File: config.mk
export PLATFORM = sky130hd
export DESIGN_NAME = param_memory_interface
export DESIGN_NICKNAME = d
export VERILOG_FILES = /design/src/rtl/mem_if_pkg.sv /design/src/rtl/mem_if_array.sv /design/src/rtl/param_memory_interface.sv
export SDC_FILE = /design/constraint.sdc
export NUM_CORES = 1
export LEC_CHECK = 0
export BUFFER_PORTS_ARGS = -buffer_cell sky130_fd_sc_hd__clkbuf_2
export CAP_MARGIN = 20
export CORE_ASPECT_RATIO = 1.1
export CORE_MARGIN = 3
export CORE_UTILIZATION = 40
export DETAILED_ROUTE_END_ITERATION = 16
export HOLD_SLACK_MARGIN = 0.06
export PLACE_DENSITY = 0.62
export SLEW_MARGIN = 40
export SYNTH_ARGS = -nofsm -noshare
export SYNTH_HDL_FRONTEND = slang
export SYNTH_SLANG_ARGS = --single-unit
File: constraint.sdc
create_clock -name clk -period 2.5 [get_ports clk]
set_clock_uncertainty 0.05 [all_clocks]
set_input_delay 0.125 -clock clk [delete_from_list [all_inputs] [get_ports clk]]
set_output_delay 0.125 -clock clk [all_outputs]
set_load 0.02 [all_outputs]
File: src/rtl/mem_if_pkg.sv
`default_nettype none
// ============================================================================
// Module      : mem_if_pkg
// Description : Shared types and helpers for the parametrised memory
//               interface (FSM state encoding, wait counter sizing,
//               range check and strobe width helper).
// Revision    : 1.0  initial release
// ============================================================================
package mem_if_pkg;

  // Transaction sequencer states
  typedef enum logic [1:0] {
    IDLE = 2'd0,
    WAIT = 2'd1,
    RESP = 2'd2
  } state_t;

  // Wait counter is wide enough for the largest supported wait-state count
  localparam int unsigned CNT_W           = 4;
  localparam int unsigned MAX_WAIT_STATES = 15;

  // Number of byte lanes for a given data width
  function automatic int unsigned strb_w(input int unsigned data_w);
    return data_w / 8;
  endfunction

  // True when a word address falls inside the implemented storage
  function automatic logic in_range(input int unsigned addr, input int unsigned depth);
    return (addr < depth);
  endfunction

endpackage
`default_nettype wire

File: src/rtl/mem_if_array.sv
`default_nettype none
// ============================================================================
// Module      : mem_if_array
// Description : DEPTH x DATA_W storage with synchronous byte-enabled write
//               and combinational read. Contents are not reset.
// Revision    : 1.0  initial release
// ============================================================================
module mem_if_array
  import mem_if_pkg::*;
#(
  parameter int unsigned DATA_W = 32,
  parameter int unsigned ADDR_W = 4,
  parameter int unsigned DEPTH  = 16
) (
  input  logic                  clk,
  input  logic                  wr_en,
  input  logic [ADDR_W-1:0]     wr_addr,
  input  logic [DATA_W-1:0]     wr_data,
  input  logic [DATA_W/8-1:0]   wr_strb,
  input  logic [ADDR_W-1:0]     rd_addr,
  output logic [DATA_W-1:0]     rd_data
);

  localparam int unsigned STRB_W = strb_w(DATA_W);

  logic [DATA_W-1:0] mem_q [DEPTH];

  // Byte-lane write; the caller only enables writes for in-range addresses
  always_ff @(posedge clk) begin
    if (wr_en) begin
      for (int b = 0; b < int'(STRB_W); b++) begin
        if (wr_strb[b]) begin
          mem_q[wr_addr][8*b +: 8] <= wr_data[8*b +: 8];
        end
      end
    end
  end

  // Asynchronous read, forced to zero outside the implemented words
  always_comb begin
    rd_data = '0;
    if (in_range(32'(rd_addr), DEPTH)) begin
      rd_data = mem_q[rd_addr];
    end
  end

endmodule
`default_nettype wire

File: src/rtl/param_memory_interface.sv
`default_nettype none
// ============================================================================
// Module      : param_memory_interface
// Description : Word-addressed memory slave behind a req/ready handshake with
//               byte strobes, programmable wait states, registered read data
//               and an error response for out-of-range addresses.
// Revision    : 1.0  initial release
// ============================================================================
module param_memory_interface
  import mem_if_pkg::*;
#(
  parameter int unsigned DATA_W      = 32,
  parameter int unsigned ADDR_W      = 4,
  parameter int unsigned DEPTH       = 16,
  parameter int unsigned WAIT_STATES = 0
) (
  input  logic                  clk,
  input  logic                  reset,
  input  logic                  req_i,
  input  logic                  req_rnw_i,
  input  logic [ADDR_W-1:0]     req_addr_i,
  input  logic [DATA_W-1:0]     req_wdata_i,
  input  logic [DATA_W/8-1:0]   req_wstrb_i,
  output logic                  req_ready_o,
  output logic [DATA_W-1:0]     req_rdata_o,
  output logic                  req_err_o
);

  localparam int unsigned    STRB_W   = strb_w(DATA_W);
  localparam logic [CNT_W-1:0] CNT_INIT = (WAIT_STATES > 0) ? CNT_W'(WAIT_STATES - 1) : '0;

  // Reject unsupported parameterisations at elaboration
  generate
    if ((DATA_W % 8) != 0 || DATA_W < 8) begin : g_bad_data_w
      $error("param_memory_interface: DATA_W must be a non-zero multiple of 8");
    end
    if (DEPTH < 1 || DEPTH > (1 << ADDR_W)) begin : g_bad_depth
      $error("param_memory_interface: DEPTH must be in 1..2**ADDR_W");
    end
    if (WAIT_STATES > MAX_WAIT_STATES) begin : g_bad_wait
      $error("param_memory_interface: WAIT_STATES must be in 0..15");
    end
  endgenerate

  state_t              state_q, state_d;
  logic [CNT_W-1:0]    cnt_q, cnt_d;
  logic [ADDR_W-1:0]   addr_q, addr_d;
  logic                rnw_q, rnw_d;
  logic [DATA_W-1:0]   wdata_q, wdata_d;
  logic [STRB_W-1:0]   wstrb_q, wstrb_d;
  logic [DATA_W-1:0]   rdata_q, rdata_d;
  logic                err_q, err_d;

  logic [ADDR_W-1:0]   cur_addr;
  logic                cur_rnw;
  logic [DATA_W-1:0]   cur_wdata;
  logic [STRB_W-1:0]   cur_wstrb;
  logic                cur_in_range;
  logic                mem_wr_en;
  logic [DATA_W-1:0]   mem_rdata;

  // Zero wait states commit on the accepting edge, before the capture
  // registers are loaded, so the live request is used while in IDLE
  always_comb begin
    cur_addr     = (state_q == IDLE) ? req_addr_i  : addr_q;
    cur_rnw      = (state_q == IDLE) ? req_rnw_i   : rnw_q;
    cur_wdata    = (state_q == IDLE) ? req_wdata_i : wdata_q;
    cur_wstrb    = (state_q == IDLE) ? req_wstrb_i : wstrb_q;
    cur_in_range = in_range(32'(cur_addr), DEPTH);
  end

  // Next-state, capture and commit logic
  always_comb begin
    state_d   = state_q;
    cnt_d     = cnt_q;
    addr_d    = addr_q;
    rnw_d     = rnw_q;
    wdata_d   = wdata_q;
    wstrb_d   = wstrb_q;
    rdata_d   = rdata_q;
    err_d     = err_q;
    mem_wr_en = 1'b0;

    unique case (state_q)
      IDLE: begin
        if (req_i) begin
          addr_d  = req_addr_i;
          rnw_d   = req_rnw_i;
          wdata_d = req_wdata_i;
          wstrb_d = req_wstrb_i;
          if (WAIT_STATES > 0) begin
            state_d = WAIT;
            cnt_d   = CNT_INIT;
          end else begin
            state_d = RESP;
          end
        end
      end
      WAIT: begin
        if (cnt_q == '0) begin
          state_d = RESP;
        end else begin
          cnt_d = cnt_q - 1'b1;
        end
      end
      RESP: begin
        state_d = IDLE;
        err_d   = 1'b0;
      end
      default: begin
        state_d = IDLE;
      end
    endcase

    // Commit happens on the edge that enters RESP
    if (state_d == RESP && state_q != RESP) begin
      err_d = ~cur_in_range;
      if (!cur_in_range) begin
        rdata_d = '0;
      end else if (cur_rnw) begin
        rdata_d = mem_rdata;
      end else begin
        mem_wr_en = 1'b1;
      end
    end
  end

  // State, capture and output registers
  always_ff @(posedge clk or negedge reset) begin
    if (!reset) begin
      state_q <= IDLE;
      cnt_q   <= '0;
      addr_q  <= '0;
      rnw_q   <= 1'b0;
      wdata_q <= '0;
      wstrb_q <= '0;
      rdata_q <= '0;
      err_q   <= 1'b0;
    end else begin
      state_q <= state_d;
      cnt_q   <= cnt_d;
      addr_q  <= addr_d;
      rnw_q   <= rnw_d;
      wdata_q <= wdata_d;
      wstrb_q <= wstrb_d;
      rdata_q <= rdata_d;
      err_q   <= err_d;
    end
  end

  mem_if_array #(
    .DATA_W (DATA_W),
    .ADDR_W (ADDR_W),
    .DEPTH  (DEPTH)
  ) u_array (
    .clk     (clk),
    .wr_en   (mem_wr_en),
    .wr_addr (cur_addr),
    .wr_data (cur_wdata),
    .wr_strb (cur_wstrb),
    .rd_addr (cur_addr),
    .rd_data (mem_rdata)
  );

  assign req_ready_o = (state_q == RESP);
  assign req_rdata_o = rdata_q;
  assign req_err_o   = err_q;

endmodule
`default_nettype wire

# == Word-level counts from Yosys, hierarchy flattened ==
# Memories as Yosys holds them, arrays and structs flattened. A register that Yosys moved wholly into a read port is not among the register bits.
# Index checks and enable logic that the tools add are counted.
# classes
addsub,1
eq_ne,4
n_mux,23
bitwise_logic,1
n_reduce_logical,8
# op_table
cell,n
$mux 32,1
$mux 1,17
$mux 4,2
$reduce_and 2->1,3
$eq 2x2->1 const B,2
$logic_not 4->1,1
$mux 2,2
$pmux 2 s2,1
$sub 4x1->4 const B,1
$eq 2x1->1 const B,1
$logic_not 2->1,1
$ne 2x2->1 const B,1
$reduce_bool 2->1,1
$logic_and 1x1->1,1
$logic_not 1->1,1
$not 1->1,1
# word_totals
reg_bits,48
mem_bits_rw,512
inputBits,44
elab_cells,45
n_memories,1
# mem_list
name,words,width,read_ports,rd_ports_with_merged_regs,wr,line_no,rtl
u_array.mem_q,16,32,1,1,1,mem_if_array.sv:26,logic [DATA_W-1:0] mem_q [DEPTH];

# == Depth between registers and ports, before layout ==
# logic_depth
ltp_word,8
ltp_mapped,9
mapped_depth_nobuf,8

# == Cells and area by module ==
# A second synthesis with hierarchy kept.
# unflattened
cells_unflattened,1110
area_unflattened_um2,23132.2
# modules_own_cells
mod,instances,cells_per_inst,area_per_inst_um2,seq_area_each_um2
mem_if_array,1,877,19458.7,15374.7
param_memory_interface,1,233,3673.5,1976.9

# == Least setup slack after synthesis ==
# No wires, ideal clock.
# synth_path
path_type,register to register
start,register state_q[1]
end,"memory u_array.mem_q[15][24], enable pin"
arrival_time_ns,2.060
required_ns,2.067
setup_slack_ns,0.007
stages_incl_launch_ff,8
path_cell_list,dfrtp_1 -> buf_6 -> nor2_8 -> buf_6 -> mux2i_1 -> and2_1 -> nand2_1 -> nor3_1
# synth_between
elab_chain_len,7
elab_cells_between_ends,16
classes_between,eq/ne (3); mux (11); reduce/logical (2)
# synth_lines
element,line_no,rtl
"start, declared",param_memory_interface.sv:45,"state_t state_q, state_d;"
"start signal, assigned",param_memory_interface.sv:140,state_q <= state_d;
"$eq 2x1->1, or another cell as far along",param_memory_interface.sv:84,unique case (state_q)
$pmux 2 s2,param_memory_interface.sv:84,
$eq 2x2->1,param_memory_interface.sv:116,if (state_d == RESP && state_q != RESP) begin
$logic_and 1x1->1,param_memory_interface.sv:116,
$mux 1,param_memory_interface.sv:116,
$mux 1,mem_if_array.sv:30,if (wr_en) begin
$mux 1 (not written as such),mem_if_array.sv:33,mem_q[wr_addr][8*b +: 8] <= wr_data[8*b +: 8];
"end, declared",mem_if_array.sv:26,
# Parallel ways exist; a longest one is shown, timed or not.

# == Worst setup path after layout ==
# layout_path
start,register state_q[1]
end,"register rdata_q[30], in the netlist req_rdata_o[30] (read register of u_array.mem_q)"
# layout_between
elab_chain_len,5
elab_cells_between_ends,11
classes_between,eq/ne (3); mux (5); reduce/logical (3)
# layout_lines
element,line_no,rtl
"$eq 2x1->1, or another cell as far along",param_memory_interface.sv:84,
$pmux 2 s2,param_memory_interface.sv:84,
$eq 2x2->1,param_memory_interface.sv:116,
$logic_and 1x1->1,param_memory_interface.sv:116,
$reduce_and 2->1 (no source line),n/a,
"end, declared",param_memory_interface.sv:51,"logic [DATA_W-1:0] rdata_q, rdata_d;"
# Parallel ways exist; a longest one is shown, timed or not.
# A chain may end at the register's enable or synchronous reset.

==> impl_metrics.json <==
{
  "async_reset_ff_share_pct": 13.4,
  "path_common_cell": "buf_12",
  "critPathMaxStageDelay_ps": 470,
  "final_core_util_pct": 49.9,
  "rows": 90,
  "finalHoldViolations": 0,
  "ff_latch_area_um2": 17400,
  "hpwl_mm": 35.7,
  "cts_tree": "done",
  "fin_setup_tns_ps": 0,
  "finalCritPeriodShare_pct": 98.5,
  "yosysSeqAreaShare_pct": 77.3,
  "htree_levels": 2,
  "vias": 13486,
  "synth_area_um2": 22500,
  "clock_path_buffers": 3,
  "initial_core_util_pct": 40.7,
  "die_h_um": 255,
  "p_leak_nw": 9.27,
  "placed_cells": 2254,
  "synthFlopType": "edfxtp_1",
  "grt_pass1_wl_mm": 83.4,
  "clock_sinks": 591,
  "layout-area-overhead-vs-synth_pct": 22.6,
  "root_buffer": "clkbuf_16",
  "avgViaCountPerCell": 5.60,
  "first_pass_iters": 6,
  "num-fill-cells": 4575,
  "ios": 78,
  "cts.clk_slew.worst_paths_ps": 60,
  "cp-end-kind": "flop",
  "start_kind": "flop",
  "multi_input_comb_area_um2": 4770,
  "grt_overflow": 0,
  "fmax_mhz": 406,
  "setup_violations": 0,
  "crit_type": "flop to flop",
  "fin_hold_ws_ps": 44.9,
  "clkLatencyLatePin_ps": 600,
  "crit_family": "buffers and inverters",
  "critical_path_buf_inv_count": 4,
  "path_max_fanout": 23,
  "rsz0062_at_grt": "yes",
  "synth.distinct_cells": 37,
  "die_w_um": 232,
  "grt_max_degree": 46,
  "crit_chain": "nor2_8 > buf_12 > mux2i_4 > buf_12 > buf_12 > a22oi_1 > a21oi_1 > nor4_1 > buf_4 > a21oi_1",
  "maxSlewHeadroom_pct": 48.7,
  "drt_wl_total_mm": 56.0,
  "die_area_um2": 59000,
  "dr.first_iter.drc_count": 1289,
  "ir_drop_mv": 0.500,
  "gp_congestion": 0.811,
  "synth_edf_count": 512,
  "numCtsBuffers": 56,
  "synth.avg_cell_area_um2": 16.3,
  "status": "finished clean",
  "core-area_um2": 55200,
  "worst_slew_pin_slew_ps": 766,
  "final_nets": 1670,
  "finalCriticalPeriod_ps": 2460,
  "antenna_found_initial": 0,
  "post_drt_wl_per_cell_um": 23.3,
  "io_buffers": 76,
  "diodes": 0,
  "finalNonFillerCells": 2407,
  "antenna_left": 0,
  "cap_violations": 0,
  "syn_nets": 1419,
  "grt_usage_pct": 18.7,
  "slew_violations": 0,
  "slowest_stage": "dfrtp_2",
  "yosysWarnings": 0,
  "hold_path_class": "primary input to asynchronous set/reset pin",
  "ys_ff_latch": 591,
  "required_ps": 2970,
  "grt_pass1_vias": 13529,
  "power_mw": 23.2,
  "syn_inst": 1374,
  "drc": 0,
  "drive_gt1_share_pct": 27.3,
  "power_density_nw_per_um2": 840,
  "arrival_ps": 2930
}
-- cell usage after synthesis, types with 5 or more instances --
cell type,n,area [um2]
mux2_2,77,867
nor3_1,5,25.0
edfxtp_1,512,15400
buf_2,28,140
inv_1,7,26.3
nand2_1,24,90.1
buf_6,6,67.6
a21oi_1,161,806
dfrtp_1,79,1980
clkbuf_1,33,124
a22oi_1,256,1920
nor2_1,96,360
buf_4,22,165
nor4_1,32,200
-- final cells by class --
class / instances / share of cell area (%)
Inverter: 7 / 0.0954
Clock buffer: 76 / 5.91
Clock inverter: 28 / 1.28
Multi-Input combinational cell: 685 / 17.3
Sequential cell: 591 / 63.0
Timing Repair Buffer: 284 / 9.05
Tap cell: 736 / 3.34
-- worst reg2reg max path: cells and delay by family (launching register included) --
kind / cells / cell delay [ps]
AND/OR/NAND/NOR: 2 / 270
buffers and inverters: 4 / 740
AO/OA/AOI/OAI: 3 / 420
multiplexers: 1 / 440
flip-flops: 1 / 470
-- metal layers --
layer / GRT usage [%] / wire (um) / part of all wire [%] / up-vias
li1: - / - / - / 5999
met1: 25.3 / 23500 / 42 / 6840
met2: 31.4 / 27400 / 49 / 548
met3: 2.80 / 3710 / 6.6 / 99
met4: 5.51 / 1400 / 2.5 / 0
met5: 0 / 0 / 0 / -
-- cells in the final DEF, fill, tap and decap left out, types with 2 or more instances in the layout --
master / instances
a21oi_1: 157
a21oi_2: 4
a22oi_1: 256
a31oi_4: 3
and2_2: 2
buf_12: 31
buf_4: 128
buf_6: 5
bufinv_16: 8
clkbuf_1: 6
clkbuf_16: 59
clkbuf_2: 75
clkbuf_8: 13
clkinv_1: 4
clkinv_2: 10
dfrtp_1: 77
dfrtp_2: 2
dlygate4sd3_1: 43
edfxtp_1: 512
inv_1: 7
inv_6: 3
mux2_2: 77
nand2_1: 12
nand2_2: 12
nand2b_1: 3
nor2_1: 96
nor3_1: 4
nor3b_1: 2
nor3b_2: 2
nor4_1: 22
nor4_2: 10
o21ai_4: 2
xnor2_1: 2
-- worst paths after layout --
kind	slack, ps	endpoint	start	cells after the start
max	40	req_rdata_o[30]	state_q[1]	10
min	40	req_rdata_o[14]	reset	2
max reg2reg	40	req_rdata_o[30]	state_q[1]	10
min reg2reg	450	wdata_q[25]	wdata_q[25]	1
max in group asynchronous	1650	req_rdata_o[20]	reset	3
min in group clk	260	wdata_q[20]	req_wdata_i[20]	3
-- state kept, by name, indices dropped and copies added, names as in the netlist --
register and flops:
addr_q 4, cnt_q 4, req_rdata_o 32, rnw_q 1, state_q 2, u_array.mem_q 512
wdata_q 32, wstrb_q 4
-- per-stage QoR --
| stage | instance area (um2) | setup slack, ps |
|---|---|---|
| after floorplan | 22500 | 6.94 |
| after CTS | 27400 | 11.4 |
| after detailed placement | 24900 | -79.1 |
| after global placement | 24900 | -31.8 |
| final | 27500 | 36.6 |
| after global routing | 27500 | -19.6 |
-- kinds of logic after synthesis --
| kind of cell | after synthesis | synth area share, % |
|---|---|---|
| DFF | 591 | 77.3 |
| AOI/OAI and AO/OA | 427 | 12.6 |
| and+or+nand+nor | 174 | 3.65 |
| buffers and inverters | 98 | 2.36 |
| muxes | 80 | 3.99 |
| xor gates and xnor gates | 2 | 0.0780 |
| adders and majority gates | 1 | 0.0557 |
| other | 1 | 0.0167 |
-- power by group --
group	internal, mW	switching [mW]
clock	5.38	3.58
combinational	1.08	1.75
sequential	11.2	0.159
total	17.7	5.48
-- timing repair --
item	in CTS	in global routing
endpoints found under the setup margin	158	536
setup buffers	0	4
hold endpoints to repair	248	0
hold buffers	43	0
cloned	0	2
gates resized for setup	11	27
Note: power is estimated with default switching activity, not from simulation.
